**src/rtl/fft8_twiddle_seq_pkg.sv**
```systemverilog
// Shared constants, state encoding and Q8.8 twiddle values for the 8-point FFT sequencer.
// The multiplier and reference models import the same twiddle constants from here.
package fft8_twiddle_seq_pkg;

    localparam int W_WIDTH  = 16;
    localparam int FRAC     = 8;
    localparam int STAGE_W  = 2;
    localparam int BFLY_W   = 2;
    localparam int IDX_W    = 3;
    localparam int K_W      = 2;
    localparam int N_STAGES = 3;
    localparam int N_BFLY   = 4;

    typedef enum logic [1:0] {
        IDLE = 2'd0,
        RUN  = 2'd1,
        DONE = 2'd2
    } state_t;

    typedef logic signed [W_WIDTH-1:0] q88_t;

    // W8^k = cos(2*pi*k/8) - j*sin(2*pi*k/8), truncated to Q8.8
    localparam q88_t TW0_RE = 16'sh0100;
    localparam q88_t TW0_IM = 16'sh0000;
    localparam q88_t TW1_RE = 16'sh00B5;
    localparam q88_t TW1_IM = 16'shFF4B;
    localparam q88_t TW2_RE = 16'sh0000;
    localparam q88_t TW2_IM = 16'shFF00;
    localparam q88_t TW3_RE = 16'shFF4B;
    localparam q88_t TW3_IM = 16'shFF4B;

    // k = (b & (2^s - 1)) << (2 - s), unrolled for the three legal stages
    function automatic logic [K_W-1:0] tw_k(input logic [STAGE_W-1:0] s,
                                            input logic [BFLY_W-1:0]  b);
        logic [K_W-1:0] k;
        case (s)
            2'd0:    k = 2'd0;
            2'd1:    k = {b[0], 1'b0};
            default: k = b;
        endcase
        return k;
    endfunction

    function automatic logic [IDX_W-1:0] idx_top_f(input logic [STAGE_W-1:0] s,
                                                   input logic [BFLY_W-1:0]  b);
        logic [IDX_W-1:0] t;
        case (s)
            2'd0:    t = {b, 1'b0};
            2'd1:    t = {b[1], 1'b0, b[0]};
            default: t = {1'b0, b};
        endcase
        return t;
    endfunction

    function automatic logic [IDX_W-1:0] idx_bot_f(input logic [STAGE_W-1:0] s,
                                                   input logic [BFLY_W-1:0]  b);
        logic [IDX_W-1:0] span;
        case (s)
            2'd0:    span = 3'd1;
            2'd1:    span = 3'd2;
            default: span = 3'd4;
        endcase
        return idx_top_f(s, b) + span;
    endfunction

endpackage

```
**src/rtl/fft8_twiddle_rom.sv**
```systemverilog
// Combinational twiddle lookup: k plus inverse flag to Q8.8 real/imag pair.
// Inverse mode negates the imaginary part; no table entry is -0x8000 so negation never overflows.
module fft8_twiddle_rom
    import fft8_twiddle_seq_pkg::*;
(
    input  logic [K_W-1:0] k,
    input  logic           inverse,
    output q88_t           w_real,
    output q88_t           w_imag
);

    q88_t im_tab;

    always_comb begin
        w_real = TW0_RE;
        im_tab = TW0_IM;
        case (k)
            2'd0: begin w_real = TW0_RE; im_tab = TW0_IM; end
            2'd1: begin w_real = TW1_RE; im_tab = TW1_IM; end
            2'd2: begin w_real = TW2_RE; im_tab = TW2_IM; end
            default: begin w_real = TW3_RE; im_tab = TW3_IM; end
        endcase
        w_imag = inverse ? -im_tab : im_tab;
    end

endmodule

```
**src/rtl/fft8_twiddle_seq.sv**
```systemverilog
// Walks 3 stages x 4 butterflies of an 8-point DIT FFT, emitting one registered twiddle beat per butterfly.
// Optional TWSEQ_ADDR_EN adds registered idx_top/idx_bot butterfly addresses aligned with each beat.
module fft8_twiddle_seq #(
    parameter int W_WIDTH = 16,
    parameter int LOG2N   = 3
) (
    input  logic               clk,
    input  logic               rst_n,
    input  logic               start,
    input  logic               inverse,
    output logic               busy,
    output logic               tw_valid,
    input  logic               tw_ready,
    output logic [W_WIDTH-1:0] W_real,
    output logic [W_WIDTH-1:0] W_imag,
    output logic [1:0]         tw_stage,
    output logic [1:0]         tw_bfly,
    output logic               tw_last,
`ifdef TWSEQ_ADDR_EN
    output logic [2:0]         idx_top,
    output logic [2:0]         idx_bot,
`endif
    output logic               done
);

    import fft8_twiddle_seq_pkg::*;

    if (LOG2N != 3) begin : g_bad_log2n
        $error("fft8_twiddle_seq: LOG2N must be 3");
    end

    state_t               state;
    state_t               state_nxt;
    logic                 load;
    logic [STAGE_W-1:0]   stage_nxt;
    logic [BFLY_W-1:0]    bfly_nxt;
    logic                 last_nxt;
    logic                 inv_q;
    logic                 inv_nxt;
    logic [K_W-1:0]       k_nxt;
    q88_t                 rom_re;
    q88_t                 rom_im;

    always_ff @(posedge clk or negedge rst_n) begin
        if (!rst_n) begin
            state <= IDLE;
        end else begin
            state <= state_nxt;
        end
    end

    // tw_stage/tw_bfly double as the walk counters; load marks every edge a new beat is presented
    always_comb begin
        state_nxt = state;
        load      = 1'b0;
        stage_nxt = tw_stage;
        bfly_nxt  = tw_bfly;
        inv_nxt   = inv_q;
        case (state)
            IDLE: begin
                if (start) begin
                    state_nxt = RUN;
                    load      = 1'b1;
                    stage_nxt = 2'd0;
                    bfly_nxt  = 2'd0;
                    inv_nxt   = inverse;
                end
            end
            RUN: begin
                if (tw_ready) begin
                    if (tw_last) begin
                        state_nxt = DONE;
                    end else begin
                        load     = 1'b1;
                        bfly_nxt = tw_bfly + 2'd1;
                        if (tw_bfly == 2'd3) begin
                            stage_nxt = tw_stage + 2'd1;
                        end
                    end
                end
            end
            DONE: begin
                state_nxt = IDLE;
            end
            default: begin
                state_nxt = IDLE;
            end
        endcase
    end

    assign last_nxt = (stage_nxt == 2'd2) && (bfly_nxt == 2'd3);
    assign k_nxt    = tw_k(stage_nxt, bfly_nxt);

    fft8_twiddle_rom u_rom (
        .k       (k_nxt),
        .inverse (inv_nxt),
        .w_real  (rom_re),
        .w_imag  (rom_im)
    );

    always_ff @(posedge clk or negedge rst_n) begin
        if (!rst_n) begin
            tw_valid <= 1'b0;
            busy     <= 1'b0;
            done     <= 1'b0;
            inv_q    <= 1'b0;
            tw_stage <= '0;
            tw_bfly  <= '0;
            tw_last  <= 1'b0;
            W_real   <= '0;
            W_imag   <= '0;
        end else begin
            tw_valid <= (state_nxt == RUN);
            busy     <= (state_nxt != IDLE);
            done     <= (state_nxt == DONE);
            inv_q    <= inv_nxt;
            if (load) begin
                tw_stage <= stage_nxt;
                tw_bfly  <= bfly_nxt;
                tw_last  <= last_nxt;
                W_real   <= W_WIDTH'(rom_re);
                W_imag   <= W_WIDTH'(rom_im);
            end else if (state_nxt != RUN) begin
                tw_last  <= 1'b0;
            end
        end
    end

`ifdef TWSEQ_ADDR_EN
    always_ff @(posedge clk or negedge rst_n) begin
        if (!rst_n) begin
            idx_top <= '0;
            idx_bot <= '0;
        end else if (load) begin
            idx_top <= idx_top_f(stage_nxt, bfly_nxt);
            idx_bot <= idx_bot_f(stage_nxt, bfly_nxt);
        end
    end
`endif

endmodule

```
**config.mk**
```make
export PLATFORM = sky130hd
export DESIGN_NAME = fft8_twiddle_seq
export DESIGN_NICKNAME = d
export VERILOG_FILES = /design/src/rtl/fft8_twiddle_seq_pkg.sv /design/src/rtl/fft8_twiddle_rom.sv /design/src/rtl/fft8_twiddle_seq.sv
export SDC_FILE = /design/constraint.sdc
export NUM_CORES = 1
export LEC_CHECK = 0
export CAP_MARGIN = 20
export CORE_MARGIN = 2
export CORE_UTILIZATION = 39
export DETAILED_ROUTE_END_ITERATION = 8
export PLACE_DENSITY = 0.75
export SETUP_SLACK_MARGIN = 0.2
export SLEW_MARGIN = 40
export SYNTH_ARGS = -nofsm -noshare
export SYNTH_HDL_FRONTEND = slang
export SYNTH_SLANG_ARGS = --single-unit
```
**constraint.sdc**
```tcl
create_clock -name clk -period 2.2 [get_ports clk]
set_input_delay 0.22 -clock clk [delete_from_list [all_inputs] [get_ports clk]]
set_output_delay 0.22 -clock clk [all_outputs]
set_load 0.05 [all_outputs]
```
==> results of run 1 <==
## kinds of logic after synthesis
group	synth area share
xor gates and xnor gates	0.00738
AOI/OAI and AO/OA	0.0854
and+or+nand+nor	0.195
buffers and inverters	0.171
muxes	0.0674
DFF	0.421
adders and majority gates	0.0527
## state kept, by name (all words and copies together) (netlist names)
register / cells
done: 1
tw_last: 1
tw_bfly: 2
state: 2
busy: 1
inv_q: 1
tw_valid: 1
W_imag: 5
tw_stage: 2
W_real: 4
## final timing paths
check / from / to
hold reg to reg: W_imag[8] / W_imag[8]
setup reg to reg: tw_last / W_imag[8]
setup / recovery: tw_last / W_imag[8]
max in group asynchronous: rst_n / state[0]
min in group clk: W_imag[8] / W_imag[8]
hold / removal: rst_n / tw_stage[0]
## worst max-delay path: stages, from the launching register on
cell     delay [ns]
dfrtp_2        0.47
nor2b_4        0.14
mux2_4         0.31
a22o_4         0.25
and2_4         0.14
mux2_4         0.29
ha_4           0.16
a21oi_2        0.10
o31ai_1        0.07
## cell usage in the layout (no fill, tap or decap), types with 3 or more instances in the layout
master           instances
clkdlybuf4s50_1         44
inv_1                    4
o21ai_0                  3
buf_4                   17
nor2_1                   5
clkbuf_4                 3
dfrtp_2                  5
dfrtp_1                 15
nand2_1                 17
## layer usage
metal / routed length [um] / share of wire / track usage
met1: 1020 / 0.39 / 0.172
met2: 1430 / 0.55 / 0.303
met3: 120 / 0.046 / 0.0131
met4: 42 / 0.016 / 0.0779
met5: 0 / 0 / 0
## cell type report
type | count | area share
Clock buffer | 4 | 0.0213
Tap cell | 33 | 0.0242
Sequential cell | 20 | 0.297
Inverter | 4 | 0.00880
Timing Repair Buffer | 61 | 0.333
Multi-Input combinational cell | 65 | 0.315
## stage by stage
step	hold slack [ns]	util	area (um2)	setup WS, ns	cells
final	0.242	0.573	1710	0.159	187
after global placement	0.461	0.545	1620	-0.0553	179
after detailed placement	0.475	0.545	1620	-0.102	179
after floorplan	-0.0756	-	1230	0.0300	114
after CTS	0.253	0.562	1670	0.156	184
after global routing	0.272	0.573	1710	0.0784	187
## what timing repair did
item | in CTS | in global routing
gates resized for setup | 4 | 2
buffers inserted | 1 | 3
gates cloned | 0 | 0
setup endpoints to repair | 4 | 5
pin swaps | 0 | 1
==> run summary, run 1 <==
Status -> finished clean
Final hold violation count -> 0
Reg-to-reg setup timing slack -> 0.16 ns
Total Wirelength -> 2.62 mm
Worst setup EP type -> flip-flop
CP Max Fanout -> 6
Initial drt markers -> 13
Die X -> 59.2 um
Cell with the most instances after synthesis -> buf_4
Fin crit period -> 2.04 ns
Die area -> 3500 um2
1st-pass router iterations -> 4
I/O pin total -> 45
# diodes -> 0
Worst EP required -> 2.39 ns
#FFs+latches synth -> 20
Max-Cap Viols -> 0
Routed Antenna Nets -> 0
Via count -> 922
Post-synthesis cell area -> 1190 um2
Clock Latency Late Sink -> 0.30 ns
Clock root cell -> clkbuf_4
Relative slew slack -> 0.645
Drt wl/cell -> 14.0 um
Ratio of cells with drive above 1 in the final layout -> 0.325
Synth cell types -> 37
Synth top area cells -> dfrtp_1, buf_4, nand2_1
Setup TNS -> 0 ns
CTS Sinks -> 20
Worst R2R Path Depth -> 8
Number of vias per cell -> 4.93
Initial antenna violation count -> 0
H-tree Lvls -> 1
Multi-input logic area -> 538 um2
Largest net degree at the start of global routing -> 12
CTS clk-pin slew, worst paths -> 0.11 ns
DRC Markers -> 0
Share of the synthesized area in the top cell type -> 0.421
Net Count, Synth -> 124
Yosys Warn Count -> 0
Post-Synthesis Mean Instance Area -> 10.4 um2
Setup CP Type -> reg2reg
Post-DP HPWL -> 1.96 mm
Crit share post-route -> 0.928
Post-synth top flop -> dfrtp_1
Synthesized instance count -> 114
Final Wtd Congestion -> 0.823
Worst-margin pin slew -> 0.530 ns
# setup viols final -> 0
Core Rows -> 20
Area Growth Syn to Fin -> 43.6%
CTS tree -> done
Seq/Total Area, Yosys -> 0.421
Port buffer count -> 44
Worst hold path class -> in2async
Die span in y -> 59.2 um
Final #Nets -> 165
Post-synth top area cell -> dfrtp_1
Reg area -> 507 um2
Startpoint Class -> flip-flop
Initial core utilization -> 0.399
Cts hold-fix bufs -> 0
Via count of the first global-routing pass -> 866
Num CTS Buffers -> 3
Post-synth ARST share -> 1.00
Layout Skew -> 0.00219 ns
Clock Tree Buf Depth -> 2
Fillers -> 249
GRT Total Usage -> 0.158
RSZ-0062 raised after global routing -> yes
Core area -> 2980 um2
First-pass GRT wire length -> 4.04 mm
Synth top cells by count -> buf_4, dfrtp_1, nand2_1, ha_1, nor2_1
EDFF count, synth -> 0
Final global-route overflow total -> 0
Slew Limit Fails -> 0
Fmax -> 0.490 GHz
Worst EP arrival -> 2.23 ns
Power of run 1 is not shown: default switching activity piles up to over one toggle a cycle in this logic, so the estimate is an artifact.
==> inputs of run 2 (changes only) <==
ABC_CLOCK_PERIOD_IN_PS = 2200   (was unset)
==> results of run 2 <==
Final layout, timing and power as in run 1 (identical DEF).
Power of run 2 is left out for the same reason.
==> inputs of run 3 (changes only) <==
CORE_UTILIZATION = 47   (was 39)
CTS_CLUSTER_DIAMETER = 120   (was unset)
PLACE_DENSITY = 0.77   (was 0.75)
SYNTH_HIERARCHICAL = 1   (was unset)
==> run 3 against run 2 <==
The run now ends with setup timing left. Worst hold slack better by 0.20 ns. Wire length is 58% higher. Clock-buffer cell count is 1 higher. Largest cell class is now sequential cells. Via count is 40% higher. Sequential share of layout area is 7.9 points higher. Critical path depth is 3 higher. Synthesized cell count is 38% higher. Utilization is 8.2 points higher. Clock skew is 0.0039 ns higher. Highest routed layer unchanged. Global-route usage is 1.8 points higher. Critical endpoint is now W_imag[2]. Die area is 47% higher. Critical path type unchanged.
==> run summary, run 3 <==
Area Growth Syn to Fin -> 32.7% (was 43.6%)
CTS clk-pin slew, worst paths -> 0.09 ns (was 0.11 ns)
Post-synthesis cell area -> 2160 um2 (was 1190 um2)
RSZ-0062 raised after global routing -> yes (unchanged)
Worst EP required -> 2.38 ns (was 2.39 ns)
Num CTS Buffers -> 5 (was 3)
DRC Markers -> 0 (unchanged)
Clock Latency Late Sink -> 0.30 ns (about the same)
# diodes -> 0 (unchanged)
Slew Limit Fails -> 0 (unchanged)
Initial core utilization -> 0.493 (was 0.399)
Violations in the final reports -> setup timing
Net Count, Synth -> 167 (was 124)
Core area -> 4380 um2 (was 2980 um2)
Largest net degree at the start of global routing -> 44 (was 12)
Worst path cell trace -> ha_4 -> and4bb_1 -> nand2_1 -> o21ai_2 -> a22oi_2 -> mux2_4 -> inv_4 -> ha_4 -> nor2_2 -> and2_4 -> mux2_4 (was nor2b_4 -> mux2_4 -> a22o_4 -> and2_4 -> mux2_4 -> ha_4 -> a21oi_2 -> o31ai_1)
Most common cell after layout, fill and taps aside -> clkdlybuf4s50_1 (unchanged)
CP peak stage delay -> 0.44 ns (was 0.47 ns)
Status -> finished with violations (was finished clean)
Yosys Warn Count -> 6 (was 0)
First-pass GRT wire length -> 6.90 mm (was 4.04 mm)
Via count -> 1290 (was 922)
EDFF count, synth -> 0 (unchanged)
Number of vias per cell -> 5.02 (was 4.93)
#FFs+latches synth -> 43 (was 20)
1st-pass router iterations -> 4 (unchanged)
CP Buf/Inv Count -> 1 (was 0)
Post-synth top flop -> dfrtp_1 (unchanged)
Routed Antenna Nets -> 0 (unchanged)
Cell with the most instances after synthesis -> dfrtp_1 (was buf_4)
Relative slew slack -> 0.641 (was 0.645)
Core Rows -> 24 (was 20)
Synth top area cells -> dfrtp_1, mux2_4, buf_4 (was dfrtp_1, buf_4, nand2_1)
Biggest regs -> W_imag x16, W_real x16 (was W_imag x5, W_real x4)
Fmax -> 0.433 GHz (was 0.490 GHz)
Fillers -> 306 (was 249)
Worst-margin pin slew -> 0.539 ns (was 0.530 ns)
Ratio of cells with drive above 1 in the final layout -> 0.454 (was 0.325)
Worst EP arrival -> 2.49 ns (was 2.23 ns)
Setup WS post-layout -> -0.110 ns (was 0.159 ns)
Synth cell types -> 35 (was 37)
Via count of the first global-routing pass -> 1391 (was 866)
Final global-route overflow total -> 0 (unchanged)
# setup viols final -> 16 (was 0)
CP max-delay cell -> dfrtp_2 (unchanged)
Initial antenna violation count -> 0 (unchanged)
CTS tree -> done (unchanged)
Die span in y -> 71.8 um (was 59.2 um)
Post-Synthesis Mean Instance Area -> 13.8 um2 (was 10.4 um2)
Post-synth top area cell -> dfrtp_1 (unchanged)
Clock root cell -> clkbuf_8 (was clkbuf_4)
GRT Total Usage -> 0.176 (was 0.158)
Worst hold path class -> in2async (unchanged)
H-tree Lvls -> 2 (was 1)
Fin crit period -> 2.31 ns (was 2.04 ns)
Startpoint Class -> flip-flop (unchanged)
Initial drt markers -> 64 (was 13)
Crit-path leading delay family -> multiplexers (unchanged)
CP Max Fanout -> 4 (was 6)
Hold slack final -> 0.446 ns (was 0.242 ns)
Final Wtd Congestion -> 0.779 (was 0.823)
Post-DP HPWL -> 2.78 mm (was 1.96 mm)
Clock Tree Buf Depth -> 2 (unchanged)
Share of the synthesized area in the top cell type -> 0.497 (was 0.421)
Post-synth ARST share -> 1.00 (unchanged)
I/O pin total -> 45 (unchanged)
Die area -> 5160 um2 (was 3500 um2)
Final hold violation count -> 0 (unchanged)
Synthesized instance count -> 157 (was 114)
Max-Cap Viols -> 0 (unchanged)
Most frequent cells in the layout -> clkdlybuf4s50_1, dfrtp_1, mux2_4 (was clkdlybuf4s50_1, nand2_1, buf_4)
Layout Skew -> 0.00610 ns (was 0.00219 ns)
CTS Sinks -> 43 (was 20)
Total Wirelength -> 4.14 mm (was 2.62 mm)
Crit share post-route -> 1.05 (was 0.928)
Port buffer count -> 44 (unchanged)
Setup CP Type -> reg2reg (unchanged)
Synth top cells by count -> dfrtp_1, mux2_4, buf_4, nand2_1 (was buf_4, dfrtp_1, nand2_1, ha_1, nor2_1)
Final #Nets -> 214 (was 165)
Die X -> 71.8 um (was 59.2 um)
Worst setup EP type -> flip-flop (unchanged)
Drt wl/cell -> 16.1 um (was 14.0 um)
Seq/Total Area, Yosys -> 0.497 (was 0.421)
## run 3: final timing paths
check | startpoint | endpoint | slack, ns | cells after the start
worst min register to register | W_real[9] | W_real[9] | 0.51 | 1
max in group asynchronous | rst_n | tw_bfly[0] | 1.36 | 2
worst max-delay path | tw_bfly[1] | W_imag[2] | -0.11 | 11
worst max register to register | tw_bfly[1] | W_imag[2] | -0.11 | 11
min in group clk | W_real[9] | W_real[9] | 0.51 | 1
worst min-delay path | rst_n | W_imag[10] | 0.45 | 2
## run 3: per-layer routing
metal  vias up  wire length, um  track usage
li1        603                -            -
met1       643             1760        0.213
met2        37             2140        0.306
met3         7              187       0.0464
met4         0               53       0.0566
met5         -                0            0
## run 3: through the flow
stage / setup TNS (ns) / setup slack, ns / util / instance area, um2 / instances
2_1_floorplan: -6.48 / -0.324 / - / 2190 / 157
3_3_place_gp: -6.51 / -0.302 / 0.601 / 2640 / 246
3_5_place_dp: -8.71 / -0.396 / 0.602 / 2640 / 246
4_1_cts: -1.16 / -0.110 / 0.653 / 2860 / 257
5_1_grt: -3.45 / -0.206 / 0.655 / 2870 / 257
6_report: -1.21 / -0.110 / 0.655 / 2870 / 257
## run 3: area by class of cell
cell class	count	area [um2]	share of cell area
well taps	52	65.1	0.0227
flip-flops and latches	43	1080	0.376
inverters	6	25.0	0.00872
repair buffers	69	651	0.227
clock buffers	5	68.8	0.0240
clock inverters	3	67.6	0.0235
multi-input cells	79	913	0.318
## run 3: cell families (layout without fill, tap and decap cells)
group / Yosys count / in the layout / synth area share
buf+inv: 35 / 83 / 0.117
fa+ha+maj: 5 / 5 / 0.0289
mux: 34 / 34 / 0.231
simple gates: 27 / 27 / 0.0787
flops: 43 / 43 / 0.497
compound gates: 13 / 13 / 0.0474
## run 3: timing repair
item                                   CTS  global route
hold buffers                             1             0
setup endpoints to repair               32            33
endpoints found under the hold margin   43             0
buffers inserted                         2             0
pin swaps                                3             0
resized for setup                       14             2
Power of run 3 is left out for the same reason.
==> RTL edit, RTL diff (config.mk and constraints of run 3) <==
`W_WIDTH` is set to 16 in 2 places; all go to 12.
--- a/src/rtl/fft8_twiddle_seq_pkg.sv
+++ b/src/rtl/fft8_twiddle_seq_pkg.sv
@@ -4,3 +4,3 @@
 
-    localparam int W_WIDTH  = 16;
+    localparam int W_WIDTH  = 12;
     localparam int FRAC     = 8;
--- a/src/rtl/fft8_twiddle_seq.sv
+++ b/src/rtl/fft8_twiddle_seq.sv
@@ -3,3 +3,3 @@
 module fft8_twiddle_seq #(
-    parameter int W_WIDTH = 16,
+    parameter int W_WIDTH = 12,
     parameter int LOG2N   = 3
Ports: changed (resized W_imag and W_real); port bits go from 45 to 37. The function was not compared with the original's and may differ.
==> RTL edit against run 3 <==
- the flow still finishes with violations (setup timing)
- worst setup slack better by 0.10 ns
- synthesized area fell by 17%
- first-iteration DRC count is 11% lower
- wire length fell by 0.36%
- design area decreased by 7.0%
- sequential cell count decreased by 8
Power is not shown: default switching activity piles up to over one toggle a cycle in this logic, so the estimate is an artifact.
==> RTL edit: results (changes against run 3) <==
Clocking
  • Worst-path clk slew: 0.07 ns (-0.02 ns)
  • TritonCTS buffer count: 5 (unchanged)
  • CTS H-tree lvls: 2 (unchanged)
  • Skew-Pair Late Insertion Delay: 0.29 ns
  • Clock root buffer master: clkbuf_8
  • CTS Buffer Depth: 2 (unchanged)

Outcome
  • Failing checks: setup timing
  • Outcome: complete, but fails checks

Cells and area
  • Largest registers: W_imag (12), W_real (12)
  • Layout cells sized above 1: 0.565 (+0.112)
  • NumNets Final: 200 (-6.5%)
  • Antenna cell count: 0 (unchanged)

Setup path
  • Max stage delay on crit path: 0.43 ns
  • Crit path max-delay family: simple AND/OR/NAND/NOR gates
  • Critical Path Slowest Stage Cell: dfrtp_2
  • Critical Path AT: 2.39 ns (-0.10 ns)
  • CP startpoint: tw_bfly[0]
  • Critical Path Fanout Max: 4 (unchanged)

Logic synthesis
  • Top post-synthesis cells by area: dfrtp_1 (49%), mux2_4 (17%), buf_4 (6.7%)
  • Share of Yosys cell area claimed by the top area cell type: 0.486 (-0.0116)
  • Total number of yosys warnings: 6 (unchanged)
  • Post-synth cell types: 37 (+5.7%)
  • Sequential area share after synthesis: 0.486 (-0.0116)
  • Post-synth top cells: dfrtp_1 (35), mux2_4 (20), buf_4 (16)
  • Post-Synthesis Cells: 131 (-17%)
  • Syn nets: 141 (-16%)
  • Ys async rst share: 1.00 (unchanged)

GRT
  • Initial antenna violation count: 0 (unchanged)
  • GRT Total Usage: 0.200 (+0.0241)
  • Pin count of the biggest net entering global routing: 36 (-18%)
  • Global-route wire length before repair: 6.32 mm (-8.4%)
  • Vias in the first global route: 1,284 (-7.7%)

Place
  • Number of port buffers: 36 (-18%)
  • HPWL Detailed: 2.51 mm (-10%)
  • Gpl congestion: 0.885 (+14%)
  • Cell Area, Placed: 2290 um2 (-13%)
  • Placed Cells incl. Taps: 218 (-11%)

Min path
  • Class of the most critical hold timing path: in2async

Drt
  • Drt pass-1 iters: 4 (unchanged)
  • Via-to-Cell Ratio: 5.11 (+1.8%)
  • Vias: 1,221 (-5.3%)
  • DR WL/cell: 17.3 um (+7.1%)
  • Starting DRT DRC Count: 57 (-11%)

STA
  • Rel. slew slack: 0.660 (+0.0195)
  • Post-route worst setup slack: -0.00752 ns (+0.103 ns)
  • Skew final: 0.00425 ns (-0.00185 ns)
  • Final Setup Violations: 2 (-14)
==> RTL edit: cell type report <==
class	count	area (um2)
Fill cell	222	992
Clock inverter	2	35.0
Sequential cell	35	882
Clock buffer	6	82.6
Multi-Input combinational cell	70	916
Timing Repair Buffer	71	664
Tap cell	48	60.1
Inverter	7	28.8
==> RTL edit: kinds of logic after synthesis <==
logic type               after synthesis  synth area share
XOR/XNOR                               1           0.00486
AND/OR/NAND/NOR                       26            0.0972
AO/OA/AOI/OAI                         12            0.0645
buffers and inverters                 26             0.110
multiplexers                          26             0.203
flip-flops                            35             0.486
adder cells (fa/ha/maj)                5            0.0347
==> RTL edit: repair_timing <==
action	4_1_cts	5_1_grt
endpoints found under the setup margin	23	24
resized for setup	23	13
buffers inserted	6	7
hold buffers	0	0
endpoints found under the hold margin	0	0
pin swaps	12	9
==> RTL edit: worst paths after layout <==
path	slack [ns]	to	cells after the start
worst max-delay path	-0.008	W_imag[2]	11
worst min-delay path	0.34	tw_stage[1]	2
max in group asynchronous	1.51	tw_last	2
min in group clk	0.51	W_real[11]	1
worst min register to register	0.51	W_real[11]	1
worst max register to register	-0.008	W_imag[2]	11
==> RTL edit: per-stage QoR <==
step / setup WS (ns) / TNS [ns]
5_1_grt: -0.0821 / -0.670
2_1_floorplan: -0.107 / -0.402
3_5_place_dp: -0.367 / -6.70
6_report: -0.00752 / -0.0109
3_3_place_gp: -0.254 / -4.29
4_1_cts: 0.0224 / 0
==> RTL edit: per-layer routing <==
metal / wire, um / part of all wire / track usage / vias to the layer above
met1: 1710 / 0.42 / 0.240 / 631
met4: 120 / 0.029 / 0.0944 / 0
li1: - / - / - / 549
met2: 2170 / 0.53 / 0.330 / 29
met3: 124 / 0.030 / 0.0596 / 12
met5: 0 / 0 / 0 / -
